`src/rtl/frog_pkg.sv`:
```
// Shared types and constants for the frog controllers.
package frog_pkg;

  typedef logic [3:0]        pos_t;
  typedef logic [15:0][15:0] plane_t;

  typedef enum logic [2:0] {
    DIR_NONE,
    DIR_UP,
    DIR_DOWN,
    DIR_LEFT,
    DIR_RIGHT
  } dir_t;

  localparam pos_t ROW_MIN = 4'd0;
  localparam pos_t ROW_MAX = 4'd15;
  localparam pos_t COL_MIN = 4'd0;
  localparam pos_t COL_MAX = 4'd15;

endpackage

```
`src/rtl/frog_btn_edge.sv`:
```
// Rising-edge detector for the four direction buttons; reports a direction
// only when exactly one button was newly pressed this clock.
module frog_btn_edge
  import frog_pkg::*;
(
  input  logic clock,
  input  logic reset,
  input  logic up,
  input  logic down,
  input  logic left,
  input  logic right,
  output dir_t dir
);

  logic [3:0] cur, prev_q, rise;

  assign cur  = {up, down, left, right};
  assign rise = cur & ~prev_q;

  // History tracks the buttons every clock, independent of enable.
  always_ff @(posedge clock) begin
    if (reset) prev_q <= '0;
    else       prev_q <= cur;
  end

  always_comb begin
    dir = DIR_NONE;
    case (rise)
      4'b1000: dir = DIR_UP;
      4'b0100: dir = DIR_DOWN;
      4'b0010: dir = DIR_LEFT;
      4'b0001: dir = DIR_RIGHT;
      default: dir = DIR_NONE;
    endcase
  end

endmodule

```
`src/rtl/frog_player2.sv`:
```
// Player-2 frog: position, car collision restart and win pulse on row 0.
// Optional hit freeze/blink when FROG2_HIT_FREEZE_EN is defined.
module frog_player2
  import frog_pkg::*;
#(
  parameter int START_ROW     = 15,
  parameter int START_COL     = 4,
  parameter int FREEZE_CYCLES = 8
) (
  input  logic   clock,
  input  logic   reset,
  input  logic   up,
  input  logic   down,
  input  logic   left,
  input  logic   right,
  input  logic   enable,
  input  plane_t RedPixels,
  output logic   win,
  output plane_t GrnPixels2
);

  localparam pos_t START_R = pos_t'(START_ROW);
  localparam pos_t START_C = pos_t'(START_COL);

  pos_t row_q, col_q;
  logic win_q;
  dir_t dir;
  logic hit, restart, frozen, show;

  frog_btn_edge u_edge (
    .clock (clock),
    .reset (reset),
    .up    (up),
    .down  (down),
    .left  (left),
    .right (right),
    .dir   (dir)
  );

  assign hit     = RedPixels[row_q][col_q];
  assign restart = !win_q && (row_q != ROW_MIN) && hit;

`ifdef FROG2_HIT_FREEZE_EN
  localparam int FCW = $clog2(FREEZE_CYCLES + 2);
  logic [FCW-1:0] frz_q;
  logic           blink_q;

  always_ff @(posedge clock) begin
    if (reset) begin
      frz_q   <= '0;
      blink_q <= 1'b0;
    end else begin
      if (restart)           frz_q <= FCW'(FREEZE_CYCLES);
      else if (frz_q != '0)  frz_q <= frz_q - 1'b1;
      blink_q <= (frz_q != '0) ? ~blink_q : 1'b0;
    end
  end

  assign frozen = (frz_q != '0);
  assign show   = !blink_q;
`else
  assign frozen = 1'b0;
  assign show   = 1'b1;
`endif

  // Win and collision take precedence over any move in the same clock.
  always_ff @(posedge clock) begin
    if (reset) begin
      row_q <= START_R;
      col_q <= START_C;
      win_q <= 1'b0;
    end else if (win_q) begin
      win_q <= 1'b0;
    end else if (row_q == ROW_MIN) begin
      win_q <= 1'b1;
      row_q <= START_R;
      col_q <= START_C;
    end else if (restart) begin
      row_q <= START_R;
      col_q <= START_C;
    end else if (enable && !frozen) begin
      case (dir)
        DIR_UP:    if (row_q != ROW_MIN) row_q <= row_q - 1'b1;
        DIR_DOWN:  if (row_q != ROW_MAX) row_q <= row_q + 1'b1;
        DIR_LEFT:  if (col_q != COL_MAX) col_q <= col_q + 1'b1;
        DIR_RIGHT: if (col_q != COL_MIN) col_q <= col_q - 1'b1;
        default:   ;
      endcase
    end
  end

  assign win = win_q;

  always_comb begin
    GrnPixels2 = '0;
    if (enable && show) GrnPixels2[row_q][col_q] = 1'b1;
  end

endmodule

```
`config.mk`:
```
export PLATFORM = sky130hd
export DESIGN_NAME = frog_player2
export DESIGN_NICKNAME = d
export VERILOG_FILES = /design/src/rtl/frog_pkg.sv /design/src/rtl/frog_btn_edge.sv /design/src/rtl/frog_player2.sv
export SDC_FILE = /design/constraint.sdc
export NUM_CORES = 1
export LEC_CHECK = 0
export ABC_AREA = 1
export CORE_AREA = 3 3 202 204
export DETAILED_ROUTE_END_ITERATION = 12
export DIE_AREA = 0 0 205 207
export SLEW_MARGIN = 20
export SYNTH_ARGS = -nofsm -noshare
export SYNTH_HDL_FRONTEND = slang
export SYNTH_HIERARCHICAL = 1
export SYNTH_SLANG_ARGS = --single-unit
```
`constraint.sdc`:
```
create_clock -name clock -period 2.4 [get_ports clock]
set_input_delay 0.24 -clock clock [delete_from_list [all_inputs] [get_ports clock]]
set_output_delay 0.24 -clock clock [all_outputs]
set_load 0.005 [all_outputs]
```
== Word level (Yosys, flattened, before mapping) ==
Cells that the tools add are included.

* Flip-flop bits (word level): 13
* Input bits: 263
* Output and inout bits: 257
* Logic and storage cells: 66

* Add/subtract/negate cells: 4
* $lt $le $gt $ge: 4
* Equal/unequal tests: 14
* Muxes and demuxes: 23
* Bitwise operators: 3
* Reductions and logical operators: 14

{| class="wikitable"
|+ Operators with widths
! kind !! number
|-
| $mux 256 || 1
|-
| $bmux 16 s4 || 1
|-
| $demux 16 s4 || 1
|-
| $mux 4 || 10
|-
| $mux 16 || 2
|-
| $ne 4x4->1 const B || 6
|-
| $pmux 4 s2 || 2
|-
| $reduce_bool 4->1 || 4
|-
| $pmux 3 s4 || 1
|-
| $lt 4x5->1 const B || 2
|-
| $reduce_and 5->1 || 2
|-
| $add 4x1->4 const B || 2
|-
| $ge 4x1->1 const B || 2
|-
| $sub 4x1->4 const B || 2
|-
| $eq 3x2->1 const B || 2
|-
| $and 4x4->4 || 1
|-
| $bmux 1 s4 || 1
|-
| $demux 1 s4 || 1
|-
| $eq 4x1->1 const B || 1
|-
| $eq 4x2->1 const B || 1
|-
| $eq 4x3->1 const B || 1
|-
| $eq 4x4->1 const B || 1
|-
| $logic_and 1x1->1 || 4
|-
| $logic_not 4->1 || 1
|-
| other kinds (8) || 10
|}

== Longest topological paths before layout ==
Gate-level depths: netlist (run 1).

* Depth in word-level cells: 9
* Mapped depth: 22
* Depth with buffers taken out: 19

== By module ==
The synthesis (run 1) kept the hierarchy.

{| class="wikitable"
|+ By module, submodules not included
! module !! times used !! cells an instance !! area each (um^2) !! sequential area each (um^2)
|-
| frog_player2 || 1 || 1,176 || 4,875.9 || 180.2
|-
| frog_btn_edge || 1 || 37 || 214.0 || 80.1
|}

== Least setup slack after synthesis (run 1) ==
Ideal clock, no wire load.

* Path kind: register to register
* From: register row_q[0]
* To: register col_q[1]
* Library setup time: 0.113 ns
* Data arrival time: 2.089 ns
* Data required time: 2.287 ns
* Path slack: 0.198 ns
* Stages on the path, launching flop included: 23
* Period minus slack after synthesis: 2.202 ns
* Path through: dfxtp_1 > buf_4 > inv_2 > buf_6 > buf_4 > nand2_1 > nand2_1 > nand2_1 > nand2_1 > nand2_1 > nand2_1 > nor2_1 > nor2_1 > nor2_1 > nand2_1 > nand2_1 > nand2_1 > o21ai_4 > nand3b_2 > nand2_2 > nand2_1 > nand2_1 > nor2_1

* Longest elaborated chain between the ends: 7
* Elaborated cells between the ends (all ways): 15
* Those cells by class: eq/ne: 2; mux: 6; reduce/logical: 7

{| class="wikitable"
|+ RTL lines
! item !! RTL line !! RTL
|-
| start, declared || frog_player2.sv:25 || <nowiki>pos_t row_q, col_q;</nowiki>
|-
| start signal, assigned || frog_player2.sv:83 || <nowiki>DIR_UP: if (row_q != ROW_MIN) row_q <= row_q - 1'b1;</nowiki>
|-
| start signal, assigned || frog_player2.sv:84 || <nowiki>DIR_DOWN: if (row_q != ROW_MAX) row_q <= row_q + 1'b1;</nowiki>
|-
| $bmux 16 s4 || frog_player2.sv:40 || <nowiki>assign hit = RedPixels[row_q][col_q];</nowiki>
|-
| $mux 16 (not written as such) || frog_player2.sv:40 ||
|-
| $bmux 1 s4 || frog_player2.sv:40 ||
|-
| $mux 1 (not written as such) || frog_player2.sv:40 ||
|-
| $logic_and 1x1->1 || frog_player2.sv:41 || <nowiki>assign restart = !win_q && (row_q != ROW_MIN) && hit;</nowiki>
|-
| $ne 4x4->1 (no line) (tied with other cells) || -- ||
|-
| $reduce_and 5->1 (no line) or $mux 4 (tied branches) || -- ||
|-
| end signal, assigned || frog_player2.sv:85 || <nowiki>DIR_LEFT: if (col_q != COL_MAX) col_q <= col_q + 1'b1;</nowiki>
|-
| end signal, assigned || frog_player2.sv:86 || <nowiki>DIR_RIGHT: if (col_q != COL_MIN) col_q <= col_q - 1'b1;</nowiki>
|-
| end, declared || frog_player2.sv:25 ||
|}

Several ways; a longest one is shown, not always the timed one. The select of a mux whose other input is x is not followed.
A chain may end at the register's enable or synchronous reset.

== Worst setup path after layout (run 1) ==
* From: register row_q[0]
* To: register col_q[3]

The elaborated chain is that of the path after synthesis.

==> results.sh, run 1 <==
export IMPL_status="complete, but fails checks"
export IMPL_violations="setup timing"
export IMPL_area_growth_synth_to_final_pct=150
export IMPL_gp_congestion=0.861
export IMPL_cts_tree="yes"
export IMPL_pwr_density_cell_nw_per_um2=538
export IMPL_final_common_cell="nand2_1"
export IMPL_cts_made_buffers=3
export IMPL_dieArea_sq_um=42400
export IMPL_post_route_period_util_pct=109
export IMPL_syn_area_sq_um=5090
export IMPL_max_slew_margin_pct=67.4
export IMPL_setup_slack_ns=-0.211
export IMPL_antenna_left=0
export IMPL_clockBufferDepth=2
export IMPL_async_flop_share_pct=0
export IMPL_maxCapViolCount=0
export IMPL_drt_first_iter_violations=717
export IMPL_first_global_vias=9320
export IMPL_start_util_pct=12.9
export IMPL_syn_nets=1482
export IMPL_required_ns=2.58
export IMPL_insertion_delay_ns=0.25
export IMPL_num_vias=9632
export IMPL_drc=0
export IMPL_core_sq_um=39500
export IMPL_syn_inst=1213
export IMPL_slew_violations=0
export IMPL_fin_crit_ns=2.61
export IMPL_antenna_found_initial=4
export IMPL_wl_per_cell_um=17.8
export IMPL_cts_root_buffer_cell="clkbuf_16"
export IMPL_worstSetupEndpointType="flop"
export IMPL_muxShareOfSynthArea_pct=0
export IMPL_clk_pin_slew_ns=0.05
export IMPL_finalPower_mw=6.83
export IMPL_synth_cell_types=29
export IMPL_die_x_um=205
export IMPL_port_buffers=519
export IMPL_seq_area_frac_synth_pct=5.11
export IMPL_dp_hpwl_mm=31.8
export IMPL_synthXorXnorAreaFrac_pct=1.03
export IMPL_dieHeight_um=207
export IMPL_peakVddDrop_v=0.000355
export IMPL_layout_drive_gt1_share_pct=13.0
export IMPL_track_usage_pct=17.4
export IMPL_io_pin_count=520
export IMPL_yosys_area_share_simple_pct=80.3
export IMPL_critPathKind="flop to flop"
export IMPL_cp_start_kind="flop"
export IMPL_postRouteWirelength_mm=41.0
export IMPL_synth_compound_area_share_pct=1.94
export IMPL_yosysWarnings=6
export IMPL_vias_per_cell=4.17
export IMPL_first_pass_iters=5
export IMPL_power_leakage_nw=6.75
export IMPL_dp_slack_ns=-0.362
export IMPL_setup_viol=9
export IMPL_grt_pass1_wl_mm=57.1
export IMPL_cp_max_fo=5
export IMPL_nNetsFinal=2050
export IMPL_hold_path_class="flop to flop"
export IMPL_tightestPinTransition_ns=0.488
export IMPL_synth_edff_count=0
export IMPL_clock_sinks=13
export IMPL_ys_seq_elements=13
export IMPL_grt_remaining_overflow=0
export IMPL_skew_ns=0.00151
export IMPL_synth_top_family_by_area="simple AND/OR/NAND/NOR gates"
export IMPL_fmax_mhz=383
export IMPL_final_cell_mix="620 x nand2_1, 443 x clkdlybuf4s50_1, 296 x nor2_1, 80 x buf_4, 67 x dlymetal6s2s_1"
export IMPL_synth_ff_type="dfxtp_1"
export IMPL_hold_viol_final=0
export IMPL_synth_area_per_cell_sq_um=4.20
export IMPL_rows=73
export IMPL_cts_max_level=1
export IMPL_arrival_ns=2.79
export IMPL_postLayoutCoreUtil_pct=32.2
export IMPL_synthAdderAreaFrac_pct=1.77
export IMPL_rsz0062_at_grt="yes"
export IMPL_grt_max_degree=49
## final timing paths
kind,start,to,slack [ns],cells past startpoint
setup / recovery,row_q[0]$_SDFFE_PP1P_,col_q[3]$_SDFFE_PP0P_,-0.21,22
hold / removal,row_q[3]$_SDFFE_PP1P_,row_q[3]$_SDFFE_PP1P_,0.53,2
setup reg to reg,row_q[0]$_SDFFE_PP1P_,col_q[3]$_SDFFE_PP0P_,-0.21,22
hold reg to reg,row_q[3]$_SDFFE_PP1P_,row_q[3]$_SDFFE_PP1P_,0.53,2
## what timing repair did
action | in CTS | in global routing
gates resized for setup | 54 | 135
hold buffers | 0 | 0
setup buffers | 8 | 4
pin swaps | 39 | 35
gates cloned | 6 | 6
endpoints found under the setup margin | 63 | 178
## per-layer routing
layer | track usage [%] | wire, um | up-vias
met3 | 4.12 | 3440 | 65
met1 | 20.7 | 16500 | 4348
met2 | 31.5 | 19900 | 449
met5 | 0 | 0 | -
li1 | - | - | 4770
met4 | 3.89 | 1120 | 0
## synthesized netlist by cell type (2+ instances only)
| cell type | instances | share of area (%) |
|---|---|---|
| nand2_1 | 667 | 49 |
| nor2_1 | 313 | 23 |
| clkbuf_1 | 48 | 3.5 |
| nand3_1 | 46 | 4.5 |
| inv_1 | 26 | 1.9 |
| buf_2 | 23 | 2.3 |
| nor3_1 | 17 | 1.7 |
| dfxtp_1 | 13 | 5.1 |
| buf_1 | 8 | 0.59 |
| a21oi_1 | 6 | 0.59 |
| buf_4 | 6 | 0.88 |
| inv_2 | 5 | 0.37 |
| ha_1 | 4 | 0.98 |
| nand2_2 | 4 | 0.49 |
| o21ai_0 | 4 | 0.39 |
| xnor2_1 | 4 | 0.69 |
| nand4_1 | 3 | 0.37 |
| fa_1 | 2 | 0.79 |
| nand3b_1 | 2 | 0.29 |
| nor2_2 | 2 | 0.25 |
| xor2_1 | 2 | 0.34 |
## sequential cells by signal, indices dropped and copies added, names as in the netlist
register	cells
u_edge/prev_q	4
row_q	4
win	1
col_q	4
## worst max-delay path: stages, from the launching register on
cell	delay (ns)
dfxtp_4	0.41
clkinv_8	0.09
buf_12	0.16
clkbuf_16	0.17
nand2_2	0.06
nand2_2	0.06
nand2_2	0.06
nand3_2	0.05
nand2_1	0.06
nand2_1	0.07
nor2_1	0.10
nor2_1	0.04
nor2_1	0.11
nand2_1	0.08
nand2_1	0.07
nand2_2	0.07
buf_6	0.12
o21ai_4	0.24
buf_6	0.15
nand2_1	0.06
nor2_1	0.10
nor2_1	0.06
nor2_1	0.12
## stage by stage
stage / TNS, ns / cell area, sq um / cells / hold slack, ns
after detailed placement: -2.65 / 11700 / 2277 / 0.538
after floorplan: 0 / 5090 / 1213 / 0.311
after CTS: -1.23 / 12200 / 2295 / 0.531
after global routing: -3.14 / 12700 / 2307 / 0.544
after global placement: -2.35 / 11700 / 2277 / 0.527
final: -1.24 / 12700 / 2308 / 0.527
## final cells by class
cell class                      count  area (sq um)
Sequential cell                    13           270
Clock buffer                        4          78.8
Multi-Input combinational cell   1082          4590
Fill cell                        4308         26800
Antenna cell                        3          7.51
Inverter                           32           133
Tap cell                          525           657
Timing Repair Buffer              649          6960
## logic make-up after synthesis
family,count (synthesis)
compound gates,14
xor+xnor,6
fa+ha+maj,6
buf+inv,118
flops,13
simple gates,1056
## where the power goes
part | leakage (nW) | total [mW] | internal [mW] | switching [mW]
clock network | 0.0382 | 0.343 | 0.226 | 0.117
logic | 6.60 | 6.14 | 2.67 | 3.47
registers | 0.107 | 0.348 | 0.273 | 0.0749
total | 6.75 | 6.83 | 3.17 | 3.66
(Power assumes the default switching activity.)
==> run 2: changes to the inputs <==
--- a/config.mk
+++ b/config.mk
@@ -6,11 +6,9 @@
 export NUM_CORES = 1
 export LEC_CHECK = 0
 export ABC_AREA = 1
-export CORE_AREA = 3 3 202 204
+export CORE_AREA = 3 3 200 202
 export DETAILED_ROUTE_END_ITERATION = 12
-export DIE_AREA = 0 0 205 207
-export SLEW_MARGIN = 20
+export DIE_AREA = 0 0 203 205
 export SYNTH_ARGS = -nofsm -noshare
 export SYNTH_HDL_FRONTEND = slang
-export SYNTH_HIERARCHICAL = 1
 export SYNTH_SLANG_ARGS = --single-unit
==> run 2 against run 1 <==
  * The flow still finishes with violations (setup timing)
  * Cell area shrank 1.5%
  * Sequential share of layout area is essentially flat
  * Non-clock buffer count shrank 5
  * Worst hold slack improved by 0.0029 ns
  * Global-route usage is 0.45 points higher
  * Register-to-register slack improved by 0.02 ns
  * Sequential cell count did not move
  * Critical path type unchanged
  * Critical endpoint is now col_q[2]$_SDFFE_PP1P_
  * Largest power group unchanged
  * Highest routed layer unchanged
==> results.sh, run 2 <==
export IMPL_dp_hpwl_mm=31.7
export IMPL_first_pass_iters=5
export IMPL_arrival_ns=2.70
export IMPL_syn_nets=1461
export IMPL_cp_max_fo=33
export IMPL_antenna_left=0
export IMPL_grt_met3_usage_pct=3.61
export IMPL_cts_tree="yes"
export IMPL_r2r_cells=19
export IMPL_max_slew_margin_pct=68.9
export IMPL_fin_tns_setup_ns=-1.21
export IMPL_final_common_cell="nand2_1"
export IMPL_min_from="right"
export IMPL_cp_start_kind="flop"
export IMPL_required_ns=2.51
export IMPL_drc=0
export IMPL_synth_area_per_cell_sq_um=4.20
export IMPL_cts_max_level=1
export IMPL_final_cell_mix="630 x nand2_1, 383 x clkdlybuf4s50_1, 288 x nor2_1, 120 x dlymetal6s2s_1, 84 x buf_4"
export IMPL_area_growth_synth_to_final_pct=150
export IMPL_dieHeight_um=205
export IMPL_ys_top_cells_by_count="654 x nand2_1, 306 x nor2_1, 53 x nand3_1"
export IMPL_wl_per_cell_um=17.9
export IMPL_yosys_top_cells_area="nand2_1 49%, nor2_1 23%, nand3_1 5.3%, dfxtp_1 5.2%, clkbuf_1 3.8%"
export IMPL_nNetsFinal=2024
export IMPL_cts_made_buffers=3
export IMPL_die_x_um=203
export IMPL_worstSetupEndpointType="flop"
export IMPL_power_leakage_nw=7.59
export IMPL_fmax_mhz=386
export IMPL_yosysWarnings=0
export IMPL_seq_area_frac_synth_pct=5.20
export IMPL_syn_area_sq_um=5000
export IMPL_hold_end="u_edge.prev_q[0]$_SDFF_PP0_"
export IMPL_setup_viol=9
export IMPL_synth_edff_count=0
export IMPL_tightestPinTransition_ns=0.466
export IMPL_pwr_density_cell_nw_per_um2=530
export IMPL_post_route_period_util_pct=108
export IMPL_peakVddDrop_v=0.000363
export IMPL_antenna_cells=0
export IMPL_grt_max_degree=34
export IMPL_synth_cell_types=28
export IMPL_violations="setup timing"
export IMPL_clock_sinks=13
export IMPL_layout_drive_gt1_share_pct=11.6
export IMPL_syn_inst=1192
export IMPL_first_global_vias=9218
export IMPL_yosysMostFrequentCell="nand2_1"
export IMPL_worst_r2r_startpoint="row_q[0]$_SDFFE_PP1P_"
export IMPL_grt_pass1_wl_mm=57.6
export IMPL_synth_ff_type="dfxtp_1"
export IMPL_grtUsageMet1_pct=23.2
export IMPL_slew_violations=0
export IMPL_clk_pin_slew_ns=0.05
export IMPL_fin_crit_ns=2.59
export IMPL_skew_ns=0.00846
export IMPL_critPathKind="flop to flop"
export IMPL_dp_slack_ns=-0.282
export IMPL_ff2ff_setup_slack_ns=-0.19
export IMPL_holdPathStages=3
export IMPL_reg_top3="col_q: 4 flops, row_q: 4 flops, u_edge.prev_q: 4 flops"
export IMPL_rsz0062_at_grt="yes"
export IMPL_top_usage_layer="met2"
export IMPL_maxCapViolCount=0
export IMPL_drt_first_iter_violations=699
export IMPL_reg2reg_to="col_q[2]$_SDFFE_PP1P_"
export IMPL_core_sq_um=38500
export IMPL_io_pin_count=520
export IMPL_synth_largest_area_cell="nand2_1"
export IMPL_port_buffers=519
export IMPL_cts_root_buffer_cell="clkbuf_16"
export IMPL_grtUsageMet2_pct=30.9
export IMPL_dieArea_sq_um=41600
export IMPL_gp_congestion=0.866
export IMPL_hold_viol_final=0
export IMPL_grt_remaining_overflow=0
export IMPL_async_flop_share_pct=0
export IMPL_postRouteWirelength_mm=40.6
export IMPL_netlist_area_leader_share_pct=49.1
export IMPL_ctsHoldBuffers=0
export IMPL_hold_path_class="input pin to flop"
export IMPL_insertion_delay_ns=0.25
export IMPL_start_util_pct=13.0
export IMPL_status="complete, but fails checks"
export IMPL_rows=72
export IMPL_setup_slack_ns=-0.194
export IMPL_track_usage_pct=17.9
export IMPL_ys_seq_elements=13
export IMPL_antenna_found_initial=0
export IMPL_vias_per_cell=4.18
export IMPL_num_vias=9500
export IMPL_clockBufferDepth=2
==> run 2: per-layer routing <==
metal  up-vias  share of wire, %
li1       4698                 -
met1      4360                42
met2       404                49
met3        38               7.1
met4         0               1.8
met5         -                 0
==> run 2: timing repair <==
action | CTS | global route
pin swaps | 17 | 29
gates resized for setup | 66 | 174
gates cloned | 6 | 0
endpoints found under the setup margin | 166 | 227
hold endpoints to repair | 0 | 0
buffers inserted | 11 | 6
==> run 2: cell families (layout without fill, tap and decap cells) <==
logic type	after synthesis	after routing	synth area share (%)
buffers and inverters	114	676	9.58
and+or+nand+nor	1038	1038	80.4
DFF	13	13	5.20
AOI/OAI and AO/OA	15	15	1.95
adders and majority gates	6	6	1.80
xor gates and xnor gates	6	6	1.05
==> run 2: worst max path at each step <==
stage	end	from	slack (ns)	depth (start not counted)
final	col_q[2]$_SDFFE_PP1P_	row_q[0]$_SDFFE_PP1P_	-0.19	19
after global placement	col_q[0]$_SDFFE_PP0P_	row_q[0]$_SDFFE_PP1P_	-0.28	18
after detailed placement	row_q[0]$_SDFFE_PP1P_	row_q[0]$_SDFFE_PP1P_	-0.28	19
after global routing	col_q[2]$_SDFFE_PP1P_	row_q[0]$_SDFFE_PP1P_	-0.42	20
after floorplan	col_q[2]$_SDFFE_PP1P_	row_q[1]$_SDFFE_PP1P_	0.16	20
after CTS	col_q[0]$_SDFFE_PP0P_	row_q[0]$_SDFFE_PP1P_	-0.19	21
==> run 2: power by group <==
part           internal, mW  switching (mW)
Clock                 0.225           0.101
Sequential            0.274          0.0935
Combinational          2.59            3.34
Total                  3.09            3.53
==> run 2: area by class of cell <==
cell class                 count  area, sq um
inverter                      28          124
timing repair buffer         644         6890
fill                        4261        26000
multi-input combinational   1065         4500
tap                          518          648
sequential                    13          272
clock buffer                   4         78.8
==> run 2: stage by stage <==
stage               power (mW)  cells  utilization (%)  area (sq um)  hold WS [ns]
floorplan                 3.06   1192                -          5000         0.312
finish                    6.63   2272             32.5         12500         0.530
global route              7.25   2272             32.5         12500         0.558
global placement          5.22   2247             30.0         11500         0.542
CTS                       6.44   2268             31.3         12000         0.531
detailed placement        5.23   2247             30.0         11500         0.548
==> run 2: worst max-delay path: stages (launching register included) <==
cell      delay [ns]
dfxtp_4         0.43
buf_16          0.21
nor2_4          0.06
buf_12          0.15
nand2_1         0.05
nand2_1         0.04
o21ai_1         0.12
nand2_1         0.06
nor2_1          0.10
nor2_1          0.05
nor2_1          0.13
nand2_1         0.08
nand2_1         0.07
nand2_2         0.08
buf_6           0.12
o21ai_4         0.18
buf_12          0.15
nand3b_4        0.15
nand3_2         0.11
nand3_1         0.08
==> patch (settings of run 2) <==
Register the input `up` before use, with the module's reset. The logic sees it one clock later. The other inputs are not delayed to match.
--- a/src/rtl/frog_player2.sv
+++ b/src/rtl/frog_player2.sv
@@ -22,6 +22,16 @@
   localparam pos_t START_R = pos_t'(START_ROW);
   localparam pos_t START_C = pos_t'(START_COL);
 
+  logic up_q;
+
+  always_ff @(posedge clock) begin
+    if (reset) begin
+      up_q <= '0;
+    end else begin
+      up_q <= up;
+    end
+  end
+
   pos_t row_q, col_q;
   logic win_q;
   dir_t dir;
@@ -30,7 +40,7 @@
   frog_btn_edge u_edge (
     .clock (clock),
     .reset (reset),
-    .up    (up),
+    .up    (up_q),
     .down  (down),
     .left  (left),
     .right (right),
Check against the original RTL: not equivalent (a bounded check fails within 4 cycles, from zero or initial values and one cycle with reset high).
==> patch against run 2 <==
- the flow still finishes with violations (setup timing)
- sequential share of layout area increased by 0.19 points
- wire length grew 2.7%
- setup slack improved by 0.053 ns
- power fell by 1.7%
- sequential cell count is 1 higher
- cell area down 0.72%
- hold slack worse by 0.074 ns
- first-iteration DRC count is 4.0% higher
- area after synthesis up 1.7%
- critical path type unchanged
- largest power group unchanged
- highest routed layer unchanged
==> patch: results (changes against run 2) <==
status finished, violations left (unchanged); failing checks setup timing (unchanged); final max-slew violation count 0 (unchanged); Seq/Total Area, Yosys 5.51% (was 5.20%); ys async rst share 0% (unchanged); Post-Synth Adder-Cell Area 1.77% (was 1.80%); Iteration-0 DRC Markers 727 (was 699); min-delay src up_q (was right); Synth area leaders nand2_1, nor2_1, dfxtp_1, nand3_1, clkbuf_1 (was nand2_1, nor2_1, nand3_1, dfxtp_1, clkbuf_1); XOR/XNOR share of the synthesized area 1.03% (was 1.05%); M3 GR Usage 4.50% (was 3.61%); via count 9523 (was 9500); TritonRoute pass-1 iters 5 (unchanged); top flop regs col_q (4), row_q (4), u_edge.prev_q (4) (unchanged); Worst Skew 0.00202 ns (was 0.00846 ns); critical path's largest stage delay 0.41 ns (was 0.43 ns); CP max FO 8 (was 33); Crit-path slowest cell dfxtp_4 (unchanged); Detailed Route WL 41.7 mm (was 40.6 mm); M1 GR Usage 22.7% (was 23.2%); worst vdd ir 0.485 mV (was 0.363 mV); Total Routing Usage GR 18.0% (was 17.9%); worst hold path type reg2reg (was in2reg); static leakage 7.12 nW (was 7.59 nW); Root Buffer clkbuf_16 (unchanged); main flop type after synthesis dfxtp_1 (unchanged); setup TNS -1.18 ns (was -1.21 ns); Final setup viols 10 (was 9); setup ws final -0.141 ns (was -0.194 ns); RePlAce Congestion 0.885 (was 0.866); CTS max path bufs 2 (unchanged); Yosys top cell area share 48.2% (was 49.1%); largest net degree at the start of global routing 45 (was 34); P_int 3.03 mW (was 3.09 mW); DP HPWL 32.4 mm (was 31.7 mm); mux cell area share after synthesis 0% (unchanged); pre-CTS setup slack -0.376 ns (was -0.282 ns); Data arrival, critical path 2.68 ns (was 2.70 ns); global-route wire length before repair 57.5 mm (was 57.6 mm); initial antenna violation count 1 (was 0); fillers 4265 (was 4261); synth cell count leaders nand2_1, nor2_1, nand3_1 (unchanged); layout cells sized above 1 12.9% (was 11.6%); met2 usage 30.8% (was 30.9%); Slew headroom 69.4% (was 68.9%); synth unique cells 29 (was 28); Synthesized Nets 1463 (was 1461); H-tree depth 1 (unchanged); vias in the first global route 8879 (was 9218); Clock Latency Late Sink 0.24 ns; Synth Area in Compound Gates 1.72% (was 1.95%); nets 2017 (was 2024)
-- patch: changes by cell type after synthesis, moves of 2 or more --
cell      delta
buf_6        +8
o21ai_0      -2
clkbuf_1     -5
buf_2        -3
-- patch: per-layer routing --
metal  wire (um)  up-vias
li1            -     4695
met1       17600     4388
met2       19800      391
met3        3250       49
met4        1080        0
met5           0        -
-- patch: kinds of logic (layout without fill, tap and decap cells) --
logic type	count (synthesis)	after routing
xor+xnor	6	6
flops	14	14
other cells	0	1
fa+ha+maj	6	6
simple gates	1040	1040
buf+inv	115	668
compound gates	13	13
-- patch: area by class of cell --
type	count	share of cell area [%]
flip-flops and latches	14	2.36
repair buffers	634	54.2
inverters	30	1.03
clock buffers	4	0.715
multi-input cells	1065	36.4
diodes	1	0.0201
well taps	518	5.22
-- patch: metrics by stage --
step | power, mW | area, um2 | std cells
after floorplan | 3.07 | 5090 | 1194
after global placement | 5.26 | 11700 | 2246
after detailed placement | 5.30 | 11700 | 2246
after CTS | 6.27 | 12100 | 2258
after global routing | 7.07 | 12400 | 2266
final | 6.51 | 12400 | 2266
-- patch: power by group through the flow --
| stage | Sequential [mW] | Clock (mW) | Combinational [mW] |
|---|---|---|---|
| 4_1_cts | 0.368 | 0.361 | 5.54 |
| 5_1_grt | 0.392 | 0.369 | 6.31 |
| 2_1_floorplan | 0.321 | 0 | 2.75 |
| 3_3_place_gp | 0.360 | 0 | 4.90 |
| 3_5_place_dp | 0.361 | 0 | 4.94 |
| 6_report | 0.384 | 0.356 | 5.77 |
-- patch: what timing repair did --
item	in CTS	in global routing
gates resized for setup	100	238
buffers inserted	2	6
pin swaps	13	35
endpoints found under the hold margin	0	0
setup endpoints to repair	145	173
cloned	6	2
-- patch: final timing paths --
check | to | slack, ns | depth (start not counted)
setup / recovery | col_q[0] | -0.14 | 20
hold / removal | u_edge.prev_q[3] | 0.46 | 2
setup reg to reg | col_q[0] | -0.14 | 20
hold reg to reg | u_edge.prev_q[3] | 0.46 | 2
-- patch: worst reg2reg max path, cell delays in order (launching register included) --
cell,delay (ns)
dfxtp_4,0.41
clkinv_8,0.12
buf_12,0.17
buf_6,0.13
nand2_1,0.06
nand2_2,0.07
nand2_2,0.07
nand3_2,0.07
nand2_1,0.06
nand2_1,0.06
nor2_2,0.08
nor2_1,0.04
nor2_1,0.11
nand2_1,0.08
nand2_2,0.09
nand2_4,0.07
o21ai_4,0.19
buf_12,0.14
nand3b_4,0.16
a21oi_2,0.17
nor2_1,0.06
